<file path="config.mk">
export PLATFORM = sky130hd
export DESIGN_NAME = timer_scheduler_flat
export DESIGN_NICKNAME = d
export VERILOG_FILES = /design/src/rtl/timer_scheduler_if.sv /design/src/rtl/timer_scheduler.sv /design/src/flat_wrapper.sv
export SDC_FILE = /design/constraint.sdc
export NUM_CORES = 1
export LEC_CHECK = 0
export ABC_AREA = 1
export CAP_MARGIN = 20
export CORE_MARGIN = 1.5
export CORE_UTILIZATION = 40
export DETAILED_ROUTE_END_ITERATION = 10
export GPL_ROUTABILITY_DRIVEN = 0
export GPL_TIMING_DRIVEN = 0
export PLACE_DENSITY = 0.61
export SLEW_MARGIN = 5
export SYNTH_ARGS = -nofsm -noshare
export SYNTH_HDL_FRONTEND = slang
export SYNTH_SLANG_ARGS = --single-unit
</file>
<file path="constraint.sdc">
create_clock -name clk_i -period 2.1 [get_ports clk_i]
set_clock_uncertainty 0.05 [all_clocks]
set_input_delay 0.21 -clock clk_i [delete_from_list [all_inputs] [get_ports clk_i]]
set_output_delay 0.21 -clock clk_i [all_outputs]
set_load 0.05 [all_outputs]
</file>
<file path="src/rtl/timer_scheduler_if.sv">
// Event delivery port of timer_scheduler: valid/ready handshake carrying the expired channel id.
interface timer_scheduler_if #(
  parameter int N_CH = 4
);
  localparam int ID_W = $clog2(N_CH);

  logic            evt_valid;
  logic [ID_W-1:0] evt_id;
  logic            evt_ready;

  modport master (output evt_valid, output evt_id, input evt_ready);
  modport slave  (input evt_valid, input evt_id, output evt_ready);
endinterface

</file>
<file path="src/rtl/timer_scheduler.sv">
// Multi-channel periodic event scheduler: shared prescaler, per-channel tick counters, round-robin delivery.
// Optional sticky per-channel overrun flags are built when TIMER_SCHED_OVERRUN_EN is defined.
module timer_scheduler #(
  parameter int  N_CH  = 4,
  parameter int  CNT_W = 16,
  parameter int  PRE_W = 16,
  localparam int ID_W  = $clog2(N_CH)
) (
  input  logic               clk_i,
  input  logic               rst_ni,
  input  logic               ena_i,
  input  logic [PRE_W-1:0]   prescale_i,
  input  logic               cfg_we_i,
  input  logic [ID_W-1:0]    cfg_ch_i,
  input  logic               cfg_en_i,
  input  logic [CNT_W-1:0]   cfg_period_i,
  output logic               tick_o,
  timer_scheduler_if.master  evt
`ifdef TIMER_SCHED_OVERRUN_EN
  ,
  output logic [N_CH-1:0]    overrun_o
`endif
);

  logic [PRE_W-1:0] pre_cnt;
  logic             tick;
  logic [CNT_W-1:0] cnt    [N_CH];
  logic [CNT_W-1:0] period [N_CH];
  logic [N_CH-1:0]  en;
  logic [N_CH-1:0]  pending;
  logic [N_CH-1:0]  expire;
  logic [N_CH-1:0]  cfg_hit;
  logic [N_CH-1:0]  hs_clr;
  logic [N_CH-1:0]  cand;
  logic             hs;
  logic             valid_q;
  logic [ID_W-1:0]  gnt_q;
  logic [ID_W-1:0]  ptr_q;
  logic             found;
  logic [ID_W-1:0]  pick;
  logic [ID_W-1:0]  scan;

  // Reset gating keeps tick_o low during reset even when prescale_i is 0.
  assign tick   = rst_ni & ena_i & (pre_cnt >= prescale_i);
  assign tick_o = tick;

  always_ff @(posedge clk_i or negedge rst_ni) begin
    if (!rst_ni) begin
      pre_cnt <= '0;
    end else if (ena_i) begin
      pre_cnt <= tick ? '0 : pre_cnt + PRE_W'(1);
    end
  end

  assign hs = valid_q & evt.evt_ready;

  always_comb begin
    expire  = '0;
    cfg_hit = '0;
    hs_clr  = '0;
    for (int k = 0; k < N_CH; k++) begin
      cfg_hit[k] = cfg_we_i && (cfg_ch_i == ID_W'(k));
      expire[k]  = tick && en[k] && (period[k] != '0) && (cnt[k] == period[k] - CNT_W'(1));
      hs_clr[k]  = hs && (gnt_q == ID_W'(k));
    end
  end

  always_ff @(posedge clk_i or negedge rst_ni) begin
    if (!rst_ni) begin
      en      <= '0;
      pending <= '0;
      for (int k = 0; k < N_CH; k++) begin
        cnt[k]    <= '0;
        period[k] <= '0;
      end
    end else begin
      for (int k = 0; k < N_CH; k++) begin
        if (cfg_hit[k]) begin
          period[k]  <= cfg_period_i;
          en[k]      <= cfg_en_i;
          cnt[k]     <= '0;
          pending[k] <= 1'b0;
        end else begin
          if (tick && en[k] && (period[k] != '0)) begin
            cnt[k] <= expire[k] ? '0 : cnt[k] + CNT_W'(1);
          end
          // A re-expiry in the handshake cycle wins, so the new event survives the clear.
          if (expire[k]) begin
            pending[k] <= 1'b1;
          end else if (hs_clr[k]) begin
            pending[k] <= 1'b0;
          end
        end
      end
    end
  end

`ifdef TIMER_SCHED_OVERRUN_EN
  logic [N_CH-1:0] overrun;

  always_ff @(posedge clk_i or negedge rst_ni) begin
    if (!rst_ni) begin
      overrun <= '0;
    end else begin
      for (int k = 0; k < N_CH; k++) begin
        if (cfg_hit[k]) begin
          overrun[k] <= 1'b0;
        end else if (expire[k] && pending[k] && !hs_clr[k]) begin
          overrun[k] <= 1'b1;
        end
      end
    end
  end

  assign overrun_o = overrun;
`endif

  // Channels being consumed or reconfigured this cycle must not be re-offered from stale pending bits.
  always_comb begin
    cand  = pending & ~hs_clr & ~cfg_hit;
    found = 1'b0;
    pick  = '0;
    scan  = '0;
    for (int i = 1; i <= N_CH; i++) begin
      scan = ID_W'((int'(ptr_q) + i) % N_CH);
      if (!found && cand[scan]) begin
        found = 1'b1;
        pick  = scan;
      end
    end
  end

  always_ff @(posedge clk_i or negedge rst_ni) begin
    if (!rst_ni) begin
      valid_q <= 1'b0;
      gnt_q   <= '0;
      ptr_q   <= ID_W'(N_CH - 1);
    end else if (!valid_q || hs) begin
      valid_q <= found;
      if (found) begin
        gnt_q <= pick;
        ptr_q <= pick;
      end
    end else if (cfg_hit[gnt_q]) begin
      valid_q <= 1'b0;
    end
  end

  assign evt.evt_valid = valid_q;
  assign evt.evt_id    = gnt_q;

endmodule

</file>
<file path="src/flat_wrapper.sv">
// flat-port wrapper written by rule: the top's interface ports become plain ports
module timer_scheduler_flat 
#(
  parameter int  N_CH  = 4,
  parameter int  CNT_W = 16,
  parameter int  PRE_W = 16,
  localparam int ID_W  = $clog2(N_CH)
)
  (clk_i, rst_ni, ena_i, prescale_i, cfg_we_i, cfg_ch_i, cfg_en_i, cfg_period_i, tick_o, evt_evt_valid, evt_evt_id, evt_evt_ready);
  timer_scheduler_if #(.N_CH(N_CH)) evt_i ();
  input  logic clk_i;
  input  logic rst_ni;
  input  logic ena_i;
  input  logic [PRE_W-1:0] prescale_i;
  input  logic cfg_we_i;
  input  logic [ID_W-1:0] cfg_ch_i;
  input  logic cfg_en_i;
  input  logic [CNT_W-1:0] cfg_period_i;
  output logic tick_o;
  output wire logic [$bits(evt_i.evt_valid)-1:0] evt_evt_valid;
  output wire logic [$bits(evt_i.evt_id)-1:0] evt_evt_id;
  input wire logic [$bits(evt_i.evt_ready)-1:0] evt_evt_ready;
  assign evt_evt_valid = evt_i.evt_valid;
  assign evt_evt_id = evt_i.evt_id;
  assign evt_i.evt_ready = evt_evt_ready;
  timer_scheduler #(.N_CH(N_CH), .CNT_W(CNT_W), .PRE_W(PRE_W)) u_core (.clk_i(clk_i), .rst_ni(rst_ni), .ena_i(ena_i), .prescale_i(prescale_i), .cfg_we_i(cfg_we_i), .cfg_ch_i(cfg_ch_i), .cfg_en_i(cfg_en_i), .cfg_period_i(cfg_period_i), .tick_o(tick_o), .evt(evt_i));
endmodule
</file>
; ---- Word level (Yosys, flattened, before mapping)
; Index checks and enable logic that the tools add are counted.
[totals]
n_memories = 0
in_bits = 40
out_inout_bits = 4
regBits = 157
mem_bits_rw = 0
latch_bits = 0
mem_bits_ro = 0
elab_cells = 145
[classes]
shifts = 0
mux = 45
mul = 0
bitwise = 7
addsub = 13
reduce_logical = 44
n_div = 0
magnitude_cmp = 6
eq_ne = 10
[op_table]
columns = op, count
row1 = 16-bit two-way mux, 13
row2 = "16-bit by 1-bit adder with 16-bit output, second input constant", 5
row3 = 16-bit equality test, 4
row4 = 16-bit nonzero test, 4
row5 = "16-bit by 1-bit subtractor with 16-bit output, second input constant", 4
row6 = 1-bit logical AND, 23
row7 = 1-bit two-way mux, 23
row8 = 16-bit greater-or-equal comparator, 1
row9 = "2-bit by 3-bit less-than comparator with 1-bit output, second input constant", 5
row10 = 3-bit nonzero test, 4
row11 = 1-bit binary-select mux with 2-bit select, 5
row12 = 2-bit nonzero test, 5
row13 = 4-bit AND, 2
row14 = "2-bit equality test, second input constant", 4
row15 = 2-bit two-way mux, 4
row16 = 4-bit NOT, 2
row17 = "2-bit by 1-bit adder with 2-bit output, second input constant", 2
row18 = "2-bit adder, second input constant", 2
row19 = "2-bit by 1-bit equality test with 1-bit output, second input constant", 2
row20 = 1-bit logical NOT, 4
row21 = 2-bit logical NOT, 2
row22 = 1-bit AND, 3
row23 = 2-bit AND reduction, 1
row24 = 1-bit logical OR, 1

; ---- Depth between registers and ports, before layout
; Gate-level depths: netlist of the first run.
[depth]
ltp_word = 18
depth_mapped = 16
mapped_depth_nobuf = 16

; ---- Least setup slack after synthesis of the first run
; No wires, ideal clock.
[synth_timing]
kind = flip-flop to flip-flop
start = register u_core.period[48] (netlist name)
end = register u_core.cnt[54] (netlist name)
period_less_slack_ns = 1.943
arrival_time_ns = 1.775
setup_time_ns = 0.118
setup_slack_ns = 0.157
required_ns = 1.932
path_stages_with_launch = 14
path_buffers = 1
cell_sequence = dfrtp_1 > inv_1 > ha_1 > inv_1 > nand2_1 > nand2_1 > nand2_1 > nand2_1 > nand3b_1 > nor3_4 > nand3_4 > buf_6 > nand4_1 > nand2_1
[synth_between]
elab_chain_len = 6
elab_cells_between_ends = 9
cone_classes = add/sub: 1 / eq/ne: 1 / mux: 3 / reduce/logical: 4
[synth_lines]
columns = item, line_no
row1 = "start, declared", timer_scheduler.sv:28  ; logic [CNT_W-1:0] period [N_CH];
row2 = "start signal, assigned by index", timer_scheduler.sv:79  ; period[k] <= cfg_period_i;
row3 = 16-bit by 1-bit subtractor with 16-bit output or 16-bit nonzero test (tied branches), "timer_scheduler.sv:63, timer_scheduler.sv:84"
row4 = 16-bit equality test or 1-bit logical AND (tied branches), "timer_scheduler.sv:63, timer_scheduler.sv:84"
row5 = 1-bit logical AND, timer_scheduler.sv:63  ; expire[k] = tick && en[k] && (period[k] != '0) && (cnt[k] == period[k] - CNT_W'(1));
row6 = 16-bit two-way mux, timer_scheduler.sv:85  ; cnt[k] <= expire[k] ? '0 : cnt[k] + CNT_W'(1);
row7 = 16-bit two-way mux, timer_scheduler.sv:84  ; if (tick && en[k] && (period[k] != '0)) begin
row8 = 16-bit two-way mux, timer_scheduler.sv:78  ; if (cfg_hit[k]) begin
row9 = "end signal, assigned by index", timer_scheduler.sv:85
row10 = "end, declared", timer_scheduler.sv:27  ; logic [CNT_W-1:0] cnt [N_CH];
; Parallel ways exist; a longest one is shown, timed or not. The select of a mux whose other input is x is not followed.
; A chain may end at the register's enable or synchronous reset.

; ---- Worst setup path in the final report of the first run
[layout_timing]
start = register u_core.pre_cnt[3]
end = output tick_o
[layout_between]
elab_chain_len = 2
[layout_lines]
columns = item, line_no
row1 = "start, declared", timer_scheduler.sv:25  ; logic [PRE_W-1:0] pre_cnt;
row2 = "start signal, assigned", timer_scheduler.sv:51  ; pre_cnt <= tick ? '0 : pre_cnt + PRE_W'(1);
row3 = 16-bit greater-or-equal comparator, timer_scheduler.sv:44  ; assign tick = rst_ni & ena_i & (pre_cnt >= prescale_i);
row4 = 1-bit AND, timer_scheduler.sv:44
row5 = "end, declared", flat_wrapper.sv:19  ; output logic tick_o;
; No other way between the ends.

==> results of run 1 <==
synthesized netlist by cell type, drive strengths merged:
cell / count
nor3: 38
nand2: 575
o31ai: 1
buf: 27
xor2: 73
and2: 3
o21ai: 91
clkinv: 1
clkbuf: 32
dfstp: 2
nor3b: 4
nor4: 8
a31oi: 1
nand3: 108
or2: 2
a21oi: 20
a21o: 1
dfrtp: 155
xnor2: 37
a21boi: 2
o21bai: 4
o21a: 1
nand3b: 22
o2bb2ai: 1
and3: 2
nor2: 181
nand4: 96
inv: 243
ha: 29
cell usage in the layout (no fill, tap or decap), types with 8 or more instances in the layout:
cell type,instances
nand2_1,487
inv_1,218
dfrtp_1,154
nor2_1,134
nand4_1,96
nand3_1,96
o21ai_0,90
nand2_2,77
xor2_1,72
clkdlybuf4s50_1,41
xnor2_1,37
nor2_2,33
buf_6,29
nor3_1,28
clkbuf_1,27
nand3b_1,21
ha_1,20
inv_2,18
a21oi_1,18
clkbuf_16,18
buf_4,18
nor2_4,14
nand2_4,11
buf_2,10
clkbuf_2,9
nor4_1,8
nor3_2,8
ha_4,8
flip-flops by register name, summed over array words and instances, names as in the netlist:
| register | count |
|---|---|
| u_core.cnt | 64 |
| u_core.en | 4 |
| u_core.evt.evt_id | 2 |
| u_core.evt.evt_valid | 1 |
| u_core.pending | 4 |
| u_core.period | 64 |
| u_core.pre_cnt | 16 |
| u_core.ptr_q | 2 |
final cells by class:
class | count | area, um2 | area share [%]
clock inverter | 10 | 115 | 0.800
buffer | 57 | 343 | 2.38
sequential | 157 | 3930 | 27.3
inverter | 244 | 938 | 6.52
multi-input combinational | 1300 | 7200 | 50.0
tap | 384 | 480 | 3.34
timing repair buffer | 86 | 931 | 6.47
clock buffer | 22 | 454 | 3.16
where the power goes:
| group | leakage [nW] | internal (mW) | switching [mW] |
|---|---|---|---|
| Combinational | 4.96 | 1.22 | 1.87 |
| Clock | 0.270 | 1.78 | 1.32 |
| Sequential | 2.06 | 3.34 | 0.466 |
| Total | 7.29 | 6.35 | 3.66 |
path summary, 6_finish.rpt:
kind                       depth (start not counted)            endpoint               from
setup / recovery                                  12              tick_o  u_core.pre_cnt[3]
min in group clk_i                                 3   u_core.period[39]    cfg_period_i[7]
hold reg to reg                                    2        u_core.en[0]       u_core.en[0]
max in group asynchronous                          4      u_core.cnt[15]             rst_ni
hold / removal                                     2  u_core.pre_cnt[14]             rst_ni
setup reg to reg                                  17      u_core.cnt[12]  u_core.pre_cnt[3]
timing repair:
item	4_1_cts	5_1_grt
resized for setup	80	120
setup buffers	18	15
cloned	2	4
endpoints found under the setup margin	85	74
pin swaps	36	52
hold endpoints to repair	44	111
cell families after synthesis:
logic type      count (synthesis)
fa+ha+maj                      29
flops                         157
simple gates                 1039
buf+inv                       303
xor+xnor                      110
compound gates                122
routing by layer:
metal | vias up | share of wire [%] | track usage (%)
met4 | 0 | 1.5 | 5.16
met2 | 191 | 47 | 35.0
met1 | 5276 | 48 | 29.2
li1 | 5788 | - | -
met3 | 41 | 3.3 | 2.79
met5 | - | 0 | 0
==> impl_metrics.ini, run 1 <==
[status]
violations = hold timing, setup timing
outcome = finished, violations left

[logic_synthesis]
yosysWarnings = 0
synth_area_leaders = dfrtp_1 33%, nand2_1 18%, inv_1 7.3%
synth-compound-area-share_pct = 5.47
synth-simple-area-share_pct = 39.9
yosysSeqAreaShare_pct = 33.1
synthMuxAreaShare_pct = 0
synth_top_family_by_area = simple AND/OR/NAND/NOR gates
netlist_instances = 1760
synth_area_per_cell_um2 = 6.74
synth.largest_area_cell = dfrtp_1
yosys.area_share.adder_pct = 3.06
ys_ff_latch = 157
syn-num-nets = 1829
synth_xor_area_share_pct = 8.12
synth_cell_type_count = 45
synth_top_cell_area_share_pct = 32.7
syn_area_mm2 = 0.0119

[clocking]
cts_tree = built
ctsLongestPathBuffers = 2
clkTransAtPathRegs_ps = 60
cts_hold_buf = 3
htreeDepth = 4
clock-root-buffer = clkbuf_16
clock_latency_ps = 430
cts.sinks = 157
cts_made_buffers = 17

[drt]
drc = 0
wl_per_cell_um = 14.0
vias = 11296
drt_iter0_drc = 669
dr.pass1.iters = 5
viasPerCell = 5.00
ant_nets = 0
wirelength_um = 31700

[die]
core_area_mm2 = 0.0289
dieArea_mm2 = 0.0307
ios = 44
fp-row-count = 62
initial_core_util_pct = 41.0
chipHeight_um = 175
die_x_um = 175

[sta]
rsz0062_at_grt = true
max_freq_mhz = 447
hold_viol = 111
slew_headroom_pct = 61.8
timing.setup.tns_ps = -4820
maxSlewViolCount = 0
period_needed_ps = 2240
min_period_over_period_pct = 106
tightest_slew_ps = 573
setup-violations-final = 65
fin_hold_ws_ps = -196
fin_ws_ps = -136

[placed_design]
dp_slack_ps = -1430
dpl_cell_area_mm2 = 0.0128
placedCellCount = 2188
port_buffers = 43
dp_hpwl_um = 23400

[global_route]
grt_use_total_pct = 21.1
grt_max_degree = 115
grt_pass1_wl_um = 53000
antenna_found_initial = 0
grt_pass1_vias = 10772
grt_overflow_total = 0

[power_and_ir_drop]
powerDensity_mw_per_mm2 = 696
vdd_drop_max_v = 0.000517
power_leakage_nw = 7.29
p_total_mw = 10.0

[worst_setup_path]
path_buf_inv = 2
critPathRequiredTime_ps = 1840
crit_fanout = 3
arrival_ps = 1980
cp_slowest_cell = dfrtp_2
ff2ff_setup_slack_ps = -110
crit_type = reg2out
cp-start-kind = flip-flop
crit_chain = ha_4, nand2_4, nor2_2, nor2_1, nand2_2, nand2_1, nand2_1, nand2_2, nand2_4, nand2_4, inv_4, buf_8
crit_top_cell = nand2_4
cp-end-kind = output pin
crit_family = simple AND/OR/NAND/NOR gates
slowest_delay_ps = 430

[layout]
final_cell_area_mm2 = 0.0144
antennaDiodeCount = 0
final_util_pct = 49.7
layout.cells.non_filler = 2260
num-fill-cells = 2855
area.growth.synth_to_final_pct = 21.2
fin_nets = 1932
drive_above_1_share_pct = 16.3

[flow_run]
maxCapViolCount = 0

[hold_path]
hp-class = in2async
Note: power is estimated with default switching activity, not from simulation.
==> run 2: changes to the inputs <==
--- a/config.mk
+++ b/config.mk
@@ -13,6 +13,7 @@
 export GPL_ROUTABILITY_DRIVEN = 0
 export GPL_TIMING_DRIVEN = 0
 export PLACE_DENSITY = 0.61
+export SETUP_SLACK_MARGIN = 0.3
 export SLEW_MARGIN = 5
 export SYNTH_ARGS = -nofsm -noshare
 export SYNTH_HDL_FRONTEND = slang
==> run 2 against run 1 <==
Against the previous run:
- the flow finishes with violations (setup timing)
- final cell count is 0.62% lower
- clock power is 5% higher
- combinational power is 2% higher
- count of clock-buffer cells in the layout is 5 lower
- fmax is 5.6% lower
- hold slack better by 520 ps
- sequential cell count stayed put
- critical endpoint unchanged
- largest power group unchanged
==> impl_metrics.ini, run 2 (same netlist as run 1, synthesis figures left out) <==
[layout]
area.growth.synth_to_final_pct = 18.4
fin_nets = 1918
final_cell_mix = 549 x nand2_1, 215 x inv_1, 153 x dfrtp_1, 135 x nor2_1
drive_above_1_share_pct = 13.1
final_common_cell = nand2_1
antennaDiodeCount = 0
final_cell_area_mm2 = 0.0141
final_util_pct = 48.6
reg_top3 = u_core.cnt: 64 flops, u_core.period: 64 flops, u_core.pre_cnt: 16 flops

[clocking]
htreeDepth = 4
ctsLongestPathBuffers = 2
clkTransAtPathRegs_ps = 70
cts_tree = built
clock_latency_ps = 440
cts.sinks = 157
cts_made_buffers = 17
clock-root-buffer = clkbuf_16

[die]
chipHeight_um = 175
dieArea_mm2 = 0.0307
fp-row-count = 62
initial_core_util_pct = 41.0
core_area_mm2 = 0.0289
ios = 44
die_x_um = 175

[sta]
max_freq_mhz = 422
period_needed_ps = 2370
maxSlewViolCount = 0
slew_headroom_pct = 60.9
rsz0062_at_grt = true
fin_hold_ws_ps = 325
tightest_slew_ps = 587
setup-violations-final = 66
fin_ws_ps = -269
hold_viol = 0
timing.setup.tns_ps = -9260
min_period_over_period_pct = 113

[worst_setup_path]
cp-start-kind = flip-flop
crit_fanout = 2
critPathRequiredTime_ps = 1840
rr_startpoint = u_core.pre_cnt[3]
cp-end-kind = output pin
crit_type = reg2out
crit_start = u_core.pre_cnt[3]
arrival_ps = 2110

[placed_design]
port_buffers = 43
dpl_cell_area_mm2 = 0.0129
dp_hpwl_um = 24100

[power_and_ir_drop]
vdd_drop_max_v = 0.000558
p_int_mw = 6.27
netSwitchingPower_mw = 3.93
pwr-share-clk_pct = 31.7
p_sw_share_pct = 38.5
powerDensity_mw_per_mm2 = 725
combinationalPowerShare_pct = 31.1
pwr-share-seq_pct = 37.2
power_leakage_nw = 7.22
p_total_mw = 10.2

[drt]
ant_nets = 0
wirelength_um = 32500
viasPerCell = 5.04
vias = 11313
drc = 0
drt_iter0_drc = 825
wl_per_cell_um = 14.5
dr.pass1.iters = 5

[status]
violations = setup timing
outcome = finished, violations left

[global_route]
antenna_found_initial = 0
grt_pass1_vias = 10893
grt_max_degree = 110
grt_pass1_wl_um = 54100
grt_overflow_total = 0
grt_use_total_pct = 21.9

[hold_path]
hp-class = in2reg
min-delay-start = cfg_period_i[2]

[flow_run]
maxCapViolCount = 0
==> run 2: cell count changes in the layout (fill, tap and decap cells not counted), moves of 4 or more <==
cell / delta
dlygate4sd2_1: +6
clkbuf_1: -4
o21ai_0: -5
o21ai_1: +4
inv_2: +8
buf_6: -18
nand2_1: +62
inv_8: +5
clkdlybuf4s50_1: -6
nand2_4: -5
buf_4: +8
nand2_2: -57
nor3_1: -4
nor3_4: +4
==> run 2: area by class of cell <==
class	count	area [um2]
fill	2875	14900
multi-input combinational	1300	7080
sequential	157	3930
inverter	244	925
timing repair buffer	70	702
tap	384	480
clock buffer	17	425
buffer	59	349
clock inverter	15	168
==> run 2: critical path, cell delays in order (launching register included) <==
cell and delay, ps:
dfrtp_1 420, ha_4 300, nand2_4 50, nor2_2 90, nor2_1 40, nand2_1 70
nand2_1 60, nand2_2 80, nand2_2 60, nand2_4 90, nand2_4 70, inv_4 80
buf_8 100, buf_8 140
==> run 2: metal layers <==
metal / track usage, % / up-vias / part of all wire (%)
met3: 4.00 / 41 / 4.4
met2: 35.1 / 194 / 46
met4: 5.52 / 0 / 1.5
met5: 0 / - / 0
li1: - / 5759 / -
met1: 30.3 / 5319 / 49
==> run 2: power by group through the flow <==
stage	clock [mW]	combinational (mW)	sequential [mW]
CTS	3.28	2.99	3.77
floorplan	0	2.08	3.75
finish	3.24	3.17	3.79
global route	3.39	3.59	3.83
detailed placement	0	2.80	3.83
global placement	0	2.73	3.83
==> run 2: per-stage QoR <==
step	setup WS [ps]	cells
global placement	-6560	2187
CTS	-234	2242
detailed placement	-1190	2188
floorplan	273	1760
global route	-327	2246
finish	-269	2246
==> run 2: final timing paths <==
kind | depth (start not counted) | slack, ps | endpoint
max in group asynchronous | 3 | 980 | u_core.period[33]
min in group asynchronous | 3 | 470 | u_core.cnt[9]
worst min register to register | 2 | 450 | u_core.en[0]
worst min-delay path | 3 | 330 | u_core.period[34]
worst max-delay path | 13 | -270 | tick_o
worst max register to register | 15 | -230 | u_core.cnt[28]
==> run 2: what timing repair did <==
action	in CTS	in global routing
pin swaps	10	22
endpoints found under the hold margin	48	0
endpoints found under the setup margin	94	92
hold buffers	2	0
setup buffers	20	4
resized for setup	59	47
==> run 3: changes to the inputs <==
--- a/config.mk
+++ b/config.mk
@@ -9,6 +9,7 @@
 export CAP_MARGIN = 20
 export CORE_MARGIN = 1.5
 export CORE_UTILIZATION = 40
+export CTS_CLUSTER_SIZE = 14
 export DETAILED_ROUTE_END_ITERATION = 10
 export GPL_ROUTABILITY_DRIVEN = 0
 export GPL_TIMING_DRIVEN = 0
==> results of run 3 <==
The final DEF is identical to that of run 2; final timing and power are the same.
